<file path="config.mk">
export PLATFORM = sky130hd
export DESIGN_NAME = irs_block_readout_v4
export DESIGN_NICKNAME = d
export VERILOG_FILES = /design/src/rtl/irs_block_readout_v4.sv
export SDC_FILE = /design/constraint.sdc
export NUM_CORES = 1
export LEC_CHECK = 0
export BUFFER_PORTS_ARGS = -buffer_cell sky130_fd_sc_hd__buf_2
export CORE_UTILIZATION = 50
export CTS_BUF_LIST = sky130_fd_sc_hd__clkbuf_2 sky130_fd_sc_hd__clkbuf_4 sky130_fd_sc_hd__clkbuf_8
export CTS_CLUSTER_SIZE = 16
export DETAILED_ROUTE_END_ITERATION = 16
export PLACE_DENSITY_LB_ADDON = 0.08
export REMOVE_ABC_BUFFERS = 1
export SLEW_MARGIN = 10
export SYNTH_ARGS = -nofsm -noshare
export SYNTH_HDL_FRONTEND = slang
export SYNTH_SLANG_ARGS = --single-unit
</file>
<file path="constraint.sdc">
create_clock -name clk_i -period 2.5 [get_ports clk_i]
set_input_delay 0.125 -clock clk_i [delete_from_list [all_inputs] [get_ports clk_i]]
set_output_delay 0.125 -clock clk_i [all_outputs]
set_load 0.005 [all_outputs]
</file>
<file path="src/rtl/irs_block_readout_v4.sv">
// IRS block readout: queues block addresses, then clears, ramps and reads each one.
// It reads every sample of every enabled channel and streams the samples out tagged with channel and sample index.
module irs_block_readout_v4 #(
    parameter int NCH      = 8,
    parameter int NSMP     = 64,
    parameter int DATW     = 12,
    parameter int ADDRW    = 9,
    parameter int CLR_CYC  = 4,
    parameter int RAMP_CYC = 16,
    parameter int SMP_WAIT = 2,
    localparam int CHW     = (NCH > 1) ? $clog2(NCH) : 1,
    localparam int SMPW    = (NSMP > 1) ? $clog2(NSMP) : 1
) (
    input  logic             clk_i,
    input  logic             rst_i,
    output logic             rst_ack_o,
    input  logic [ADDRW-1:0] raddr_i,
    input  logic             raddr_stb_i,
    output logic             raddr_ack_o,
    input  logic [NCH-1:0]   ch_mask_i,
    output logic [ADDRW-1:0] block_addr_o,
    output logic [NCH-1:0]   block_mask_o,
    output logic             block_start_o,
    output logic [DATW-1:0]  block_dat_o,
    output logic [CHW-1:0]   block_ch_o,
    output logic [SMPW-1:0]  block_smp_o,
    output logic             block_valid_o,
    output logic             block_done_o,
    output logic [ADDRW-1:0] irs_rd_o,
    output logic             irs_rden_o,
    output logic [SMPW-1:0]  irs_smp_o,
    output logic [CHW-1:0]   irs_ch_o,
    input  logic [DATW-1:0]  irs_dat_i,
    output logic             irs_clr_o,
    output logic             irs_ramp_o,
    output logic             irs_start_o,
    output logic             irs_readout_o,
    output logic             busy_o
);

    localparam int CNTMAX = (CLR_CYC > RAMP_CYC) ? ((CLR_CYC > SMP_WAIT) ? CLR_CYC : SMP_WAIT)
                                                 : ((RAMP_CYC > SMP_WAIT) ? RAMP_CYC : SMP_WAIT);
    localparam int CNTW   = $clog2(CNTMAX + 1);

    typedef enum logic [2:0] {
        S_IDLE, S_START, S_CLEAR, S_RAMP, S_READ, S_FLUSH, S_DONE
    } state_t;

    state_t           r_state;
    logic [CNTW-1:0]  r_cnt;
    logic [ADDRW-1:0] r_q_addr [2];
    logic             r_q_wp;
    logic             r_q_rp;
    logic [1:0]       r_q_cnt;
    logic             r_rst_q;
    logic             r_cap_vld;
    logic [DATW-1:0]  r_cap_dat;
    logic [CHW-1:0]   r_cap_ch;
    logic [SMPW-1:0]  r_cap_smp;

    logic             w_push;
    logic             w_pop;
    logic [CHW-1:0]   w_first_ch;
    logic [CHW-1:0]   w_nxt_ch;
    logic             w_nxt_found;

    assign w_push = raddr_stb_i && (r_q_cnt != 2'd2) && !raddr_ack_o;
    assign w_pop  = (r_state == S_IDLE) && (r_q_cnt != 2'd0);
    assign busy_o = (r_state != S_IDLE) || (r_q_cnt != 2'd0);

    // Descending scan so the lowest qualifying channel wins.
    always_comb begin
        w_first_ch  = '0;
        w_nxt_ch    = '0;
        w_nxt_found = 1'b0;
        for (int i = NCH - 1; i >= 0; i--) begin
            if (block_mask_o[i]) begin
                w_first_ch = CHW'(i);
                if (i > int'(irs_ch_o)) begin
                    w_nxt_ch    = CHW'(i);
                    w_nxt_found = 1'b1;
                end
            end
        end
    end

    always_ff @(posedge clk_i) begin
        r_rst_q   <= rst_i;
        rst_ack_o <= rst_i & r_rst_q;
    end

    always_ff @(posedge clk_i) begin
        if (rst_i) begin
            r_q_wp      <= 1'b0;
            r_q_rp      <= 1'b0;
            r_q_cnt     <= 2'd0;
            raddr_ack_o <= 1'b0;
        end else begin
            raddr_ack_o <= w_push;
            if (w_push) begin
                r_q_addr[r_q_wp] <= raddr_i;
                r_q_wp           <= ~r_q_wp;
            end
            if (w_pop)
                r_q_rp <= ~r_q_rp;
            case ({w_push, w_pop})
                2'b10:   r_q_cnt <= r_q_cnt + 2'd1;
                2'b01:   r_q_cnt <= r_q_cnt - 2'd1;
                default: r_q_cnt <= r_q_cnt;
            endcase
        end
    end

    always_ff @(posedge clk_i) begin
        if (rst_i) begin
            r_state       <= S_IDLE;
            r_cnt         <= '0;
            r_cap_vld     <= 1'b0;
            r_cap_dat     <= '0;
            r_cap_ch      <= '0;
            r_cap_smp     <= '0;
            block_addr_o  <= '0;
            block_mask_o  <= '0;
            block_start_o <= 1'b0;
            block_dat_o   <= '0;
            block_ch_o    <= '0;
            block_smp_o   <= '0;
            block_valid_o <= 1'b0;
            block_done_o  <= 1'b0;
            irs_rd_o      <= '0;
            irs_rden_o    <= 1'b0;
            irs_smp_o     <= '0;
            irs_ch_o      <= '0;
            irs_clr_o     <= 1'b0;
            irs_ramp_o    <= 1'b0;
            irs_start_o   <= 1'b0;
            irs_readout_o <= 1'b0;
        end else begin
            block_start_o <= 1'b0;
            block_done_o  <= 1'b0;
            r_cap_vld     <= 1'b0;
            block_valid_o <= r_cap_vld;
            if (r_cap_vld) begin
                block_dat_o <= r_cap_dat;
                block_ch_o  <= r_cap_ch;
                block_smp_o <= r_cap_smp;
            end
            case (r_state)
                S_IDLE: begin
                    if (w_pop) begin
                        r_state       <= S_START;
                        block_start_o <= 1'b1;
                        block_addr_o  <= r_q_addr[r_q_rp];
                        irs_rd_o      <= r_q_addr[r_q_rp];
                        block_mask_o  <= ch_mask_i;
                        irs_rden_o    <= |ch_mask_i;
                        irs_readout_o <= 1'b1;
                    end
                end
                S_START: begin
                    r_cnt <= '0;
                    if (block_mask_o == '0) begin
                        r_state      <= S_DONE;
                        block_done_o <= 1'b1;
                    end else begin
                        r_state   <= S_CLEAR;
                        irs_clr_o <= 1'b1;
                    end
                end
                S_CLEAR: begin
                    r_cnt <= r_cnt + 1'b1;
                    if (r_cnt == CNTW'(CLR_CYC - 1)) begin
                        r_cnt       <= '0;
                        irs_clr_o   <= 1'b0;
                        irs_ramp_o  <= 1'b1;
                        irs_start_o <= 1'b1;
                        r_state     <= S_RAMP;
                    end
                end
                S_RAMP: begin
                    r_cnt <= r_cnt + 1'b1;
                    if (r_cnt == CNTW'(RAMP_CYC - 1)) begin
                        r_cnt       <= '0;
                        irs_ramp_o  <= 1'b0;
                        irs_start_o <= 1'b0;
                        irs_ch_o    <= w_first_ch;
                        irs_smp_o   <= '0;
                        r_state     <= S_READ;
                    end
                end
                S_READ: begin
                    r_cnt <= r_cnt + 1'b1;
                    if (r_cnt == CNTW'(SMP_WAIT - 1)) begin
                        r_cnt     <= '0;
                        r_cap_vld <= 1'b1;
                        r_cap_dat <= irs_dat_i;
                        r_cap_ch  <= irs_ch_o;
                        r_cap_smp <= irs_smp_o;
                        if (irs_smp_o == SMPW'(NSMP - 1)) begin
                            irs_smp_o <= '0;
                            if (w_nxt_found)
                                irs_ch_o <= w_nxt_ch;
                            else
                                r_state <= S_FLUSH;
                        end else begin
                            irs_smp_o <= irs_smp_o + 1'b1;
                        end
                    end
                end
                // Two cycles let the last capture reach block_valid_o before done.
                S_FLUSH: begin
                    r_cnt <= r_cnt + 1'b1;
                    if (r_cnt == CNTW'(1)) begin
                        r_cnt        <= '0;
                        block_done_o <= 1'b1;
                        irs_rden_o   <= 1'b0;
                        r_state      <= S_DONE;
                    end
                end
                S_DONE: begin
                    irs_readout_o <= 1'b0;
                    r_state       <= S_IDLE;
                end
                default: r_state <= S_IDLE;
            endcase
        end
    end

endmodule
</file>
After elaboration in Yosys (flattened, before gate mapping)
Memories as Yosys holds them, arrays and structs flattened. A register that Yosys moved wholly into a read port is not among the register bits.
Index checks and enable logic that the tools add are counted.
- reduce and logical (&&, ||, !) cells: 29
- add/sub/neg operators: 4
- bitwise gates (word level): 5
- magnitude comparators: 7
- mux-type cells: 77
- equal/unequal tests: 22
- operators by type and width (operator ; count):
    2-to-1 mux 3 bit ; 34
    2-to-1 mux 1 bit ; 27
    inequality test 2 bit (second input constant) ; 10
    one-hot mux 5 bit (4 select lines) ; 1
    2-to-1 mux 6 bit ; 3
    one-hot mux 3 bit (6 select lines) ; 1
    2-to-1 mux 5 bit ; 3
    nonzero test 2 bit ; 7
    > comparator 3 bit (first input constant) ; 4
    one-hot mux 6 bit (2 select lines) ; 1
    AND reduction 3 bit ; 4
    one-hot mux 1 bit (2 select lines) ; 5
    == test 3 bit (second input constant) ; 3
    logical NOT 8 bit ; 1
    OR reduction 8 bit ; 1
    AND reduction 7 bit ; 1
    adder 6 x 1 -> 6 bit (second input constant) ; 1
    == test 3 x 2 -> 1 bit (second input constant) ; 2
    == test 6 bit (second input constant) ; 1
    > comparator 2 x 3 -> 1 bit (first input constant) ; 2
    one-hot mux 3 bit (2 select lines) ; 1
    AND reduction 2 bit ; 3
    OR reduction 2 bit ; 3
    adder 5 x 1 -> 5 bit (second input constant) ; 1
    other kinds (19) ; 24
- register bits after elaboration: 82
- bits in writable memories: 18
- input port bits: 32
- memories: 1
- memories (memory ; depth ; bits a word ; rd ports ; clocked after memory_dff ; wr ports ; line ; RTL):
    r_q_addr ; 2 ; 9 ; 1 ; 1 ; 1 ; 51 ; logic [ADDRW-1:0] r_q_addr [2];

Depth between registers and ports, before layout
Gate-level depths: netlist of run 1.
- depth in word-level cells: 19
- gate-level depth with buffers: 10

Worst setup path after synthesis of run 1
Ideal clock, no wire load.
- path type: register to register
- start point: register r_state[0]
- end point: register r_q_cnt[1]
- period minus slack after synthesis: 2.195 ns
- required time: 2.430 ns
- arrival: 2.124 ns
- stages on the path, launching flop included: 10
- path buffers: 3
- path slack: 0.305 ns
- cell sequence: dfxtp_1 -> clkbuf_1 -> nor3_1 -> o21ai_0 -> inv_1 -> buf_2 -> buf_2 -> ha_1 -> or3_1 -> a21oi_1
- longest elaborated chain between the ends: 4
- elaborated cells between the ends (all ways): 6
- ends and longest elaborated chain (item ; line ; RTL):
    start, declared ; 49 ; state_t r_state;
    start signal, assigned ; 116 ; r_state <= S_IDLE;
    start signal, assigned ; 151 ; r_state <= S_START;
    start signal, assigned ; 163 ; r_state <= S_DONE;
    logical NOT 3 bit (*) ; 68 ; assign w_pop = (r_state == S_IDLE) && (r_q_cnt != 2'd0);
    logical AND 1 bit (*) ; 68 ;
    named net w_pop ; 62 ; logic w_pop;
    == test 2 x 1 -> 1 bit or == test 2 bit (tied branches) ; 106 ; case ({w_push, w_pop})
    one-hot mux 2 bit (2 select lines) or nonzero test 2 bit (tied branches) ; -- ;
    end signal, assigned ; 107 ; 2'b10: r_q_cnt <= r_q_cnt + 2'd1;
    end signal, assigned ; 108 ; 2'b01: r_q_cnt <= r_q_cnt - 2'd1;
    end signal, assigned ; 109 ; default: r_q_cnt <= r_q_cnt;
    end, declared ; 54 ; logic [1:0] r_q_cnt;
Mark *: on every way through the listed nets, which the timed path passes. The rest lies on a longest branch.
A chain may end at the register's enable or synchronous reset.

Worst setup path in the final report of run 1
- start point: register r_cnt[0]
- end point: register irs_ch_o[0]
- longest elaborated chain between the ends: 3
- elaborated cells between the ends (all ways): 5
- ends and longest elaborated chain (item ; line ; RTL):
    start, declared ; 50 ; logic [CNTW-1:0] r_cnt;
    start signal, assigned ; 171 ; r_cnt <= r_cnt + 1'b1;
    start signal, assigned ; 181 ; r_cnt <= r_cnt + 1'b1;
    start signal, assigned ; 192 ; r_cnt <= r_cnt + 1'b1;
    == test 5 x 1 -> 1 bit or == test 5 x 4 -> 1 bit (tied branches) ; 193, 182 ;
    inequality test 2 bit (no line) ; -- ;
    AND reduction 5 bit (no line) (*) ; -- ;
    end signal, assigned ; 186 ; irs_ch_o <= w_first_ch;
    end signal, assigned ; 202 ; irs_ch_o <= w_nxt_ch;
    end, declared ; 32 ; output logic [CHW-1:0] irs_ch_o,
Every way passes the cells marked *; elsewhere a longest branch is shown, timed or not.

==> run_results.csv, run 1 <==
group,metric,value,unit
outcome,status,"completed",
power_and_ir_drop,p_int,3300,uW
routing,met3_length,463,um
floorplan,fp.dieArea,9490,sq um
power_and_ir_drop,power.share.sequential,44.8,%
global_routing,largest_net_degree_at_the_start_of_global_routing,38,
power_and_ir_drop,p_per_area,893,nW/um^2
cells_and_area,area_growth_synth_to_finish,22.7,%
critical_path,critical_path_peak_fanout,7,
sta,slew_viol_final,0,
floorplan,chipWidth,97.4,um
global_routing,grt_pass1_vias,3566,
sta,fin_skew,11.0,ps
cts,clock_tree_from_tritoncts,"yes",
sta,final-hold-violation-count,0,
cells_and_area,multi_input_area,1960,sq um
critical_path,critical_path.endpoint_type,"flop",
cells_and_area,count_of_nets_after_finishing,635,
yosys,synth.cell_area,4550,sq um
critical_path,timing_worst_setup_path_type,"reg2reg",
sta,post-route-period-util,84.0,%
cts,clk-insertion-delay-late,370,ps
critical_path,timing.rr.end,"irs_ch_o[0]",
cts,cts_resized,0,
critical_path,worst_path_largest_cell_delay,450,ps
floorplan,initial_core_util,52.0,%
critical_path,r2r_setup_slack,400,ps
routing,vias_per_cell,5.27,
placed_design,post-place-ws,445,ps
yosys,synth-edff-count,18,
sta,fin_worst_hold_slack,25.0,ps
cells_and_area,n_antenna_cell,0,
yosys,synth-main-ff-cell,"sky130_fd_sc_hd__dfxtp_1",
global_routing,grt_overflow_total,0,
power_and_ir_drop,vdd_ir_drop_max,0.638,mV
cts,ctsLongestPathBuffers,2,
routing,met1Wirelength,4370,um
routing,drt_first_pass_iters,4,
sta,worst_slew_pin_slew,695,ps
power_and_ir_drop,power.switching,1690,uW
routing,vias,3741,
critical_path,critical-path-top-delay-family,"adder cells",
cells_and_area,finish.instance_area,5590,sq um
yosys,async_reset_ff_share,0,%
critical_path,r2r.worst_path.cells,8,
sta,final-setup-viol-count,0,
placed_design,final_hpwl_from_detailed_placement,6610,um
sta,clock.fmax,476,MHz
yosys,postSynthCellCount,487,
yosys,synth_cell_types,57,
cts,path_clk_slew,100,ps
routing,number_of_remaining_drc_errors,0,
cells_and_area,fin_cells,710,
sta,final.min_clock_period,2100,ps
flow_run,total_of_max_cap_violations,0,
yosys,synthesis.area_per_instance,9.35,sq um
placed_design,post_dp_cell_area,5080,sq um
routing,post_drt_wl_per_cell,13.7,um
worst_hold_path,min-delay-start,"irs_dat_i[8]",
sta,max_slew_margin,53.0,%
power_and_ir_drop,leakage,0.00222,uW
critical_path,timing.rr.start,"r_cnt[0]",
power_and_ir_drop,part_of_the_total_power_dissipated_in_the_clock_network,23.9,%
power_and_ir_drop,design_power_total,4990,uW
critical_path,cp_data_arrival_time,2370,ps
sta,postLayoutSetupSlackWorst,399,ps
power_and_ir_drop,share_comb_of_total_power,31.3,%
cells_and_area,final_layout_size_suffix_gt1_share,22.6,%
floorplan,floorplan.die.height,97.4,um
worst_hold_path,holdPathStages,3,
global_routing,globalRouteTotalUtil,21.1,%
routing,met2WireLength,4770,um
critical_path,crit_path_start_kind,"flop",
cells_and_area,nFillCells,740,
yosys,yosys_warnings,0,
cts,cts_hold_repair_buffers,28,
power_and_ir_drop,sw_frac_of_total,33.9,%
floorplan,ios,99,
worst_hold_path,min_to,"r_cap_dat[8]",
cts,cts_post_setup_buffers_inserted,0,
routing,drt_wl_total,9760,um
placed_design,dpl.cell_count,666,
cts,cts_num_sinks,109,
critical_path,path_common_cell,"sky130_fd_sc_hd__ha_1",
critical_path,critical_path_required,2760,ps
placed_design,portbufs,98,
floorplan,core,8760,sq um
critical_path,slowest_stage,"sky130_fd_sc_hd__dfxtp_1",
routing,drt-initial-drc-count,157,
sta,grt_setup_unrepaired,"no",
global_routing,antenna_violations_before_repair,0,
worst_hold_path,worstHoldPathType,"in2reg",
critical_path,worst-path-buf-inv,1,
routing,drtAntennaViolNets,0,
routing,top_layer,"met4",
cells_and_area,ff_latch_area,2360,sq um
yosys,yosysSeqAreaShare,51.9,%
global_routing,grt_first_pass_wirelength,16300,um
critical_path,crit_chain,"ha_1, nand3_1, inv_1, ha_1, nand4b_1, o21ai_2, o31ai_1, mux2_2",
yosys,yosys_register_bits,109,
floorplan,placementRows,34,
cts,htreeDepth,3,
cts,tritoncts.num_buffers,9,
placed_design,gp_congestion,0.935,
cts,root_cell_of_the_clock_tree,"sky130_fd_sc_hd__clkbuf_8",
## area by class of cell
cell class / instances / share of cell area [%]
clock inverters: 7 / 1.93
repair buffers: 138 / 15.4
clock buffers: 9 / 2.22
flip-flops and latches: 109 / 42.3
multi-input cells: 328 / 35.0
inverters: 11 / 0.739
well taps: 108 / 2.42
## synth_stat cells, types with 3 or more instances
library cell | n | area share, %
sky130_fd_sc_hd__o21ai_0 | 11 | 1.2
sky130_fd_sc_hd__and3_1 | 3 | 0.41
sky130_fd_sc_hd__inv_1 | 11 | 0.91
sky130_fd_sc_hd__nand2_1 | 79 | 6.5
sky130_fd_sc_hd__buf_2 | 7 | 0.77
sky130_fd_sc_hd__nor2b_1 | 6 | 0.82
sky130_fd_sc_hd__buf_4 | 10 | 1.6
sky130_fd_sc_hd__and2_1 | 3 | 0.41
sky130_fd_sc_hd__nor2_1 | 49 | 4.0
sky130_fd_sc_hd__edfxtp_1 | 18 | 12
sky130_fd_sc_hd__a311oi_1 | 3 | 0.58
sky130_fd_sc_hd__xor2_1 | 5 | 0.96
sky130_fd_sc_hd__mux2i_1 | 30 | 6.6
sky130_fd_sc_hd__xnor2_1 | 3 | 0.58
sky130_fd_sc_hd__clkbuf_1 | 19 | 1.6
sky130_fd_sc_hd__a21oi_1 | 49 | 5.4
sky130_fd_sc_hd__dfxtp_1 | 91 | 40
sky130_fd_sc_hd__nand2b_1 | 7 | 0.96
sky130_fd_sc_hd__nor4_1 | 4 | 0.55
sky130_fd_sc_hd__a211oi_1 | 13 | 2.1
sky130_fd_sc_hd__nand3_1 | 6 | 0.66
sky130_fd_sc_hd__buf_1 | 3 | 0.25
sky130_fd_sc_hd__nor3_1 | 11 | 1.2
sky130_fd_sc_hd__ha_1 | 6 | 1.6
## cell usage in the layout, fill, tap and decap left out, types with 12 or more instances in the layout
cell type	count
sky130_fd_sc_hd__a211oi_1	13
sky130_fd_sc_hd__a21oi_1	49
sky130_fd_sc_hd__buf_2	98
sky130_fd_sc_hd__buf_4	12
sky130_fd_sc_hd__dfxtp_1	91
sky130_fd_sc_hd__dlygate4sd3_1	28
sky130_fd_sc_hd__edfxtp_1	18
sky130_fd_sc_hd__mux2i_1	30
sky130_fd_sc_hd__nand2_1	79
sky130_fd_sc_hd__nor2_1	49
## power groups by stage
stage	Sequential, uW	Combinational (uW)	Clock (uW)
after floorplan	2280	921	0
after detailed placement	2270	1530	0
after global placement	2250	1510	0
after global routing	2270	1770	1290
after CTS	2230	1570	1230
final	2230	1560	1190
## registers in the layout, summed over array words and instances (netlist names), 5 cells and up
| name | flops |
|---|---|
| r_q_addr | 18 |
| block_dat_o | 12 |
| r_cap_dat | 12 |
| irs_rd_o | 9 |
| block_mask_o | 8 |
| block_smp_o | 6 |
| irs_smp_o | 6 |
| r_cap_smp | 6 |
| r_cnt | 5 |
## cells by family (layout without fill, tap and decap cells)
family | Yosys count | in the layout | synth area share, %
AO/OA/AOI/OAI | 102 | 102 | 14.6
XOR/XNOR | 8 | 8 | 1.54
adder cells (fa/ha/maj) | 6 | 6 | 1.65
buffers and inverters | 50 | 165 | 5.14
flip-flops | 109 | 109 | 51.9
multiplexers | 31 | 31 | 6.84
AND/OR/NAND/NOR | 181 | 181 | 18.4
## worst max path at each step
| stage | start | to | slack (ps) | cells after the start |
|---|---|---|---|---|
| 3_3_place_gp | r_cnt[0] | irs_ch_o[0] | 530 | 8 |
| 2_1_floorplan | r_state[0] | r_q_cnt[1] | -120 | 6 |
| 3_5_place_dp | r_cnt[0] | irs_ch_o[0] | 440 | 8 |
| 6_report | r_cnt[0] | irs_ch_o[0] | 400 | 8 |
| 5_1_grt | r_cnt[0] | irs_ch_o[2] | 200 | 8 |
| 4_1_cts | r_cnt[0] | irs_ch_o[0] | 430 | 8 |
## through the flow
step	TNS (ps)	utilization (%)
detailed placement	0	57.9
global route	0	63.8
finish	0	63.8
CTS	0	63.8
global placement	0	57.9
floorplan	-125	-
## worst min-delay path, stage by stage
cell and delay (ps):
sky130_fd_sc_hd__buf_2 100, sky130_fd_sc_hd__nand2_1 60, sky130_fd_sc_hd__a21oi_1 60
## routing by layer
metal,vias up,global-route usage (%)
met5,-,0
met4,0,9.16
met3,13,4.17
met2,95,36.0
met1,1727,25.9
li1,1906,-
Power figures use the tool's default switching activity.
==> run 2, diff against run 1 <==
==> constraint.sdc (replaced) <==
create_clock -name clk_i -period 2.2 [get_ports clk_i]
set_input_delay 0.11 -clock clk_i [delete_from_list [all_inputs] [get_ports clk_i]]
set_output_delay 0.11 -clock clk_i [all_outputs]
set_load 0.005 [all_outputs]
==> run 2 against run 1 <==
Clock power barely moved. Register-to-register slack got worse by 250 ps. Worst hold slack barely moved. Critical path depth rose by 1. Final area rose by 0.47%. Setup slack got worse by 250 ps. Fmax rose by 2.5%. Utilization rose by 0.30 points. Via count rose by 0.48%. Non-clock buffer count rose by 6. Critical path type unchanged.
==> run_results.csv, run 2 (synthesis gave the netlist of run 1 again) <==
group,metric,value,unit
outcome,status,"completed",
floorplan,chipWidth,97.4,um
critical_path,slowest_stage,"sky130_fd_sc_hd__dfxtp_1",
routing,number_of_remaining_drc_errors,0,
sta,clock.fmax,488,MHz
placed_design,portbufs,98,
critical_path,critical-path-top-delay-family,"compound AO/OA/AOI/OAI gates",
sta,final-hold-violation-count,0,
floorplan,initial_core_util,52.0,%
cells_and_area,fin_cells,716,
cts,clock_tree_from_tritoncts,"yes",
critical_path,cp_data_arrival_time,2310,ps
critical_path,path_common_cell,"sky130_fd_sc_hd__ha_1",
routing,drt_first_pass_iters,4,
critical_path,worst-path-buf-inv,2,
cells_and_area,largest_reg_flops,18,
routing,post_drt_wl_per_cell,14.0,um
cts,cts_num_sinks,109,
critical_path,critical_path_peak_fanout,7,
power_and_ir_drop,leakage,0.00224,uW
critical_path,crit_path_start_kind,"flop",
cts,tritoncts.num_buffers,9,
sta,fin_skew,10.8,ps
placed_design,gp_congestion,0.834,
sta,max_slew_margin,60.2,%
cells_and_area,largest_registers,"r_q_addr: 18 flops, block_dat_o: 12 flops, r_cap_dat: 12 flops",
global_routing,grt_first_pass_wirelength,16500,um
critical_path,timing_worst_setup_path_type,"reg2reg",
critical_path,critical_path_required,2460,ps
routing,drt_wl_total,9990,um
worst_hold_path,worstHoldPathType,"in2reg",
floorplan,placementRows,34,
critical_path,r2r.worst_path.cells,9,
sta,worst_slew_pin_slew,597,ps
cells_and_area,count_of_nets_after_finishing,641,
cells_and_area,layout.cells.most_common_list,"sky130_fd_sc_hd__buf_2 (98), sky130_fd_sc_hd__dfxtp_1 (90), sky130_fd_sc_hd__nand2_1 (79)",
placed_design,post-place-ws,103,ps
cells_and_area,nFillCells,750,
floorplan,floorplan.die.height,97.4,um
cts,htreeDepth,3,
cells_and_area,mostFrequentLayoutCell,"sky130_fd_sc_hd__buf_2",
cts,root_cell_of_the_clock_tree,"sky130_fd_sc_hd__clkbuf_8",
sta,final.min_clock_period,2050,ps
cts,clk-insertion-delay-late,360,ps
critical_path,critical_path_cell_count,9,
critical_path,critical_path.endpoint_type,"flop",
cells_and_area,area_growth_synth_to_finish,23.3,%
global_routing,antenna_violations_before_repair,0,
routing,vias_per_cell,5.25,
critical_path,worst_path_largest_cell_delay,410,ps
cts,ctsLongestPathBuffers,2,
worst_hold_path,holdPathStages,3,
global_routing,largest_net_degree_at_the_start_of_global_routing,40,
power_and_ir_drop,vdd_ir_drop_max,0.678,mV
floorplan,core,8760,sq um
cells_and_area,n_antenna_cell,0,
floorplan,ios,99,
routing,drtAntennaViolNets,0,
power_and_ir_drop,p_per_area,994,nW/um^2
sta,post-route-period-util,93.2,%
cells_and_area,final_layout_size_suffix_gt1_share,23.2,%
sta,final-setup-viol-count,0,
global_routing,grt_pass1_vias,3514,
global_routing,grt_overflow_total,0,
cells_and_area,regMostFlops,"r_q_addr",
power_and_ir_drop,design_power_total,5580,uW
floorplan,fp.dieArea,9490,sq um
routing,vias,3759,
sta,grt_setup_unrepaired,"no",
placed_design,final_hpwl_from_detailed_placement,6620,um
cts,path_clk_slew,100,ps
placed_design,dpl.cell_count,671,
sta,postLayoutSetupSlackWorst,151,ps
critical_path,crit_chain,"ha_1, nand3_1, inv_1, ha_1, nand4b_1, buf_4, o21ai_4, o31ai_1, a221oi_1",
sta,slew_viol_final,0,
global_routing,globalRouteTotalUtil,21.3,%
routing,drt-initial-drc-count,97,
flow_run,total_of_max_cap_violations,0,
[run 2: layout make-up]
cell class	instances	area, sq um	share of cell area [%]
Clock buffer	9	124	2.21
Clock inverter	7	72.6	1.29
Inverter	11	41.3	0.735
Multi-Input combinational cell	328	1970	35.1
Sequential cell	109	2360	42.1
Tap cell	108	135	2.41
Timing Repair Buffer	144	906	16.1
[run 2: path summary, 6_finish.rpt]
check	startpoint	slack (ps)	to
max	r_cnt[1]	150	irs_ch_o[2]
min	ch_mask_i[1]	20	block_mask_o[1]
min reg2reg	r_rst_q	440	rst_ack_o
max reg2reg	r_cnt[1]	150	irs_ch_o[2]
[run 2: what timing repair did]
action / in CTS / in global routing
hold buffers: 28 / 0
endpoints found under the hold margin: 37 / 0
resized for setup: 0 / 3
setup buffers: 0 / 1
endpoints found under the setup margin: 0 / 4
[run 2: per-stage QoR]
step	instance area, sq um	setup TNS (ps)	utilization, %	hold slack [ps]
after detailed placement	5110	0	58.4	301
after CTS	5590	0	63.8	5.01
final	5610	0	64.1	24.5
after global placement	5110	0	58.4	298
after floorplan	4360	-620	-	138
after global routing	5610	0	64.1	13.2
[run 2: worst reg2reg max path: cells and delay by family (launching register included)]
kind                       cells  cell delay (ps)
and+or+nand+nor                2              240
adders and majority gates      2              460
DFF                            1              410
AOI/OAI and AO/OA              3              600
buffers and inverters          2              260
[run 2: report_power, final]
part / leakage [uW] / total [uW] / switching, uW / internal (uW)
combinational: 0.00124 / 1860 / 1030 / 838
sequential: 0.000903 / 2520 / 238 / 2280
clock: 0.0000993 / 1200 / 664 / 532
[run 2: routing by layer]
metal,vias up,global-route usage [%],part of all wire (%)
met1,1751,27.6,46
met2,86,35.7,48
met4,0,6.00,1.3
met5,-,0,0
li1,1909,-,-
met3,13,4.82,4.0
==> run 3, diff against run 2 <==
==> constraint.sdc (replaced) <==
create_clock -name clk_i -period 2 [get_ports clk_i]
set_input_delay 0.1 -clock clk_i [delete_from_list [all_inputs] [get_ports clk_i]]
set_output_delay 0.1 -clock clk_i [all_outputs]
set_load 0.02 [all_outputs]
==> run 3 against run 2 <==
Setup slack got worse by 54 ps. Non-clock buffer count increased by 4. Fmax increased by 7.6%. Sequential share of layout area decreased by 0.50 points. Utilization increased by 0.87 points. Die area unchanged. Critical path depth decreased by 2. Power increased by 16%. Final cell count increased by 0.56%. Global-route usage increased by 0.71 points.
==> run_results.csv, run 3 (synthesis gave the netlist of run 1 again) <==
group,metric,value,unit
routing,drt_first_pass_iters,4,
cells_and_area,area_growth_synth_to_finish,25.0,%
routing,vias_per_cell,5.29,
floorplan,floorplan.die.height,97.4,um
critical_path,critical_path_peak_fanout,6,
cells_and_area,final_layout_size_suffix_gt1_share,24.7,%
critical_path,timing.rr.start,"r_cnt[1]",
floorplan,core,8760,sq um
cts,path_clk_slew,110,ps
floorplan,fp.dieArea,9490,sq um
floorplan,initial_core_util,52.0,%
cells_and_area,count_of_nets_after_finishing,645,
critical_path,timing.rr.end,"r_cnt[3]",
cells_and_area,regMostFlops,"r_q_addr",
cells_and_area,largest_registers,"r_q_addr: 18 flops, block_dat_o: 12 flops, r_cap_dat: 12 flops",
global_routing,globalRouteTotalUtil,22.0,%
sta,post-route-period-util,95.2,%
sta,fin_skew,13.0,ps
critical_path,crit_path_start,"r_cnt[1]",
floorplan,placementRows,34,
power_and_ir_drop,vdd_ir_drop_max,0.880,mV
critical_path,crit_chain,"inv_1, ha_1, or4b_4, nand2_1, o21ai_4, a41oi_1, a311oi_1",
worst_hold_path,worstHoldPathType,"in2reg",
sta,grt_setup_unrepaired,"no",
cts,clock_tree_from_tritoncts,"yes",
routing,vias,3808,
sta,slew_viol_final,0,
placed_design,portbufs,98,
flow_run,total_of_max_cap_violations,0,
cells_and_area,largest_reg_flops,18,
sta,timing.setup.tns,0,ps
critical_path,crit_path_start_kind,"flop",
sta,max_slew_margin,60.0,%
critical_path,timing_worst_setup_path_type,"reg2reg",
cts,tritoncts.num_buffers,9,
global_routing,antenna_violations_before_repair,0,
critical_path,cp_data_arrival_time,2130,ps
routing,met1Wirelength,4530,um
cts,root_cell_of_the_clock_tree,"sky130_fd_sc_hd__clkbuf_8",
critical_path,critical_path.endpoint_type,"flop",
routing,met3_length,450,um
global_routing,largest_net_degree_at_the_start_of_global_routing,55,
global_routing,grt_pass1_vias,3470,
placed_design,gp_congestion,0.872,
cells_and_area,layout.cells.most_common_list,"sky130_fd_sc_hd__buf_2 (98), sky130_fd_sc_hd__dfxtp_1 (89), sky130_fd_sc_hd__nand2_1 (79)",
sta,final-setup-viol-count,0,
routing,drt_wl_total,10100,um
cts,clk-insertion-delay-late,370,ps
routing,post_drt_wl_per_cell,14.0,um
critical_path,setup.worst_path.end,"r_cnt[3]",
sta,final.min_clock_period,1900,ps
sta,final-hold-violation-count,0,
floorplan,ios,99,
critical_path,r2r_setup_slack,100,ps
global_routing,grt_overflow_total,0,
routing,number_of_remaining_drc_errors,0,
power_and_ir_drop,leakage,0.00226,uW
power_and_ir_drop,design_power_total,6450,uW
cts,cts_num_sinks,109,
routing,met2WireLength,4950,um
global_routing,grt_first_pass_wirelength,16900,um
floorplan,chipWidth,97.4,um
sta,clock.fmax,525,MHz
critical_path,worst_path_largest_cell_delay,520,ps
outcome,status,"completed",
cts,ctsLongestPathBuffers,2,
cells_and_area,mostFrequentLayoutCell,"sky130_fd_sc_hd__buf_2",
routing,drt-initial-drc-count,135,
critical_path,slowest_stage,"sky130_fd_sc_hd__or4b_4",
cells_and_area,n_antenna_cell,0,
critical_path,critical_path_required,2230,ps
routing,drtAntennaViolNets,0,
routing,top_layer,"met4",
sta,postLayoutSetupSlackWorst,96.3,ps
placed_design,post-place-ws,-137,ps
critical_path,r2r.worst_path.cells,7,
placed_design,final_hpwl_from_detailed_placement,6830,um
power_and_ir_drop,p_per_area,1130,nW/um^2
cts,htreeDepth,3,
sta,worst_slew_pin_slew,599,ps
## run 3: cell count changes in the layout (fill, tap and decap cells not counted), moves of 2 or more
cell	previous run	this run
sky130_fd_sc_hd__ha_4	0	2
sky130_fd_sc_hd__dlygate4sd3_1	28	30
sky130_fd_sc_hd__inv_8	0	2
sky130_fd_sc_hd__ha_1	6	4
## run 3: where the power goes
group	internal [uW]	switching, uW	leakage, uW	total [uW]
clock network	476	771	0.0000955	1250
logic	962	1460	0.00126	2420
registers	2510	269	0.000904	2780
## run 3: how the worst min path moves through the flow
stage,slack [ps],startpoint,cells past startpoint,endpoint
floorplan,130,rst_i,0,r_rst_q
global placement,290,raddr_i[5],1,r_q_addr[1][5]
detailed placement,290,raddr_i[6],1,r_q_addr[1][6]
CTS,110,raddr_stb_i,3,raddr_ack_o
global route,130,raddr_stb_i,3,raddr_ack_o
finish,130,raddr_stb_i,3,raddr_ack_o
## run 3: area by class of cell
type                    count  area (sq um)
flip-flops and latches    109          2370
well taps                 108           135
fillers                   768          3070
multi-input cells         328          2010
clock buffers               9           124
repair buffers            148           953
inverters                  11          41.3
clock inverters             7          57.6
## run 3: critical path: cells and delay by family (launching register included)
family                   cells  cell delay [ps]
AND/OR/NAND/NOR              2              690
AO/OA/AOI/OAI                3              480
flip-flops                   1              370
adder cells (fa/ha/maj)      1              150
buffers and inverters        1               70
## run 3: stage by stage
stage | utilization [%] | hold WS (ps) | area, sq um | instances
4_1_cts | 64.3 | 109 | 5640 | 719
2_1_floorplan | - | 128 | 4360 | 448
3_5_place_dp | 58.7 | 294 | 5140 | 673
5_1_grt | 64.9 | 132 | 5690 | 720
6_report | 64.9 | 125 | 5690 | 720
3_3_place_gp | 58.7 | 289 | 5140 | 673
## run 3: repair_timing
item                                    CTS  global route
hold endpoints to repair                 40             0
hold buffers                             30             0
setup buffers                             0             1
endpoints found under the setup margin    3             8
pin swaps                                 1             3
resized for setup                         3            10
## run 3: routing by layer
layer	GRT usage [%]	vias to the layer above
met5	0	-
met1	28.5	1782
li1	-	1918
met4	8.26	0
met2	37.1	97
met3	3.45	11
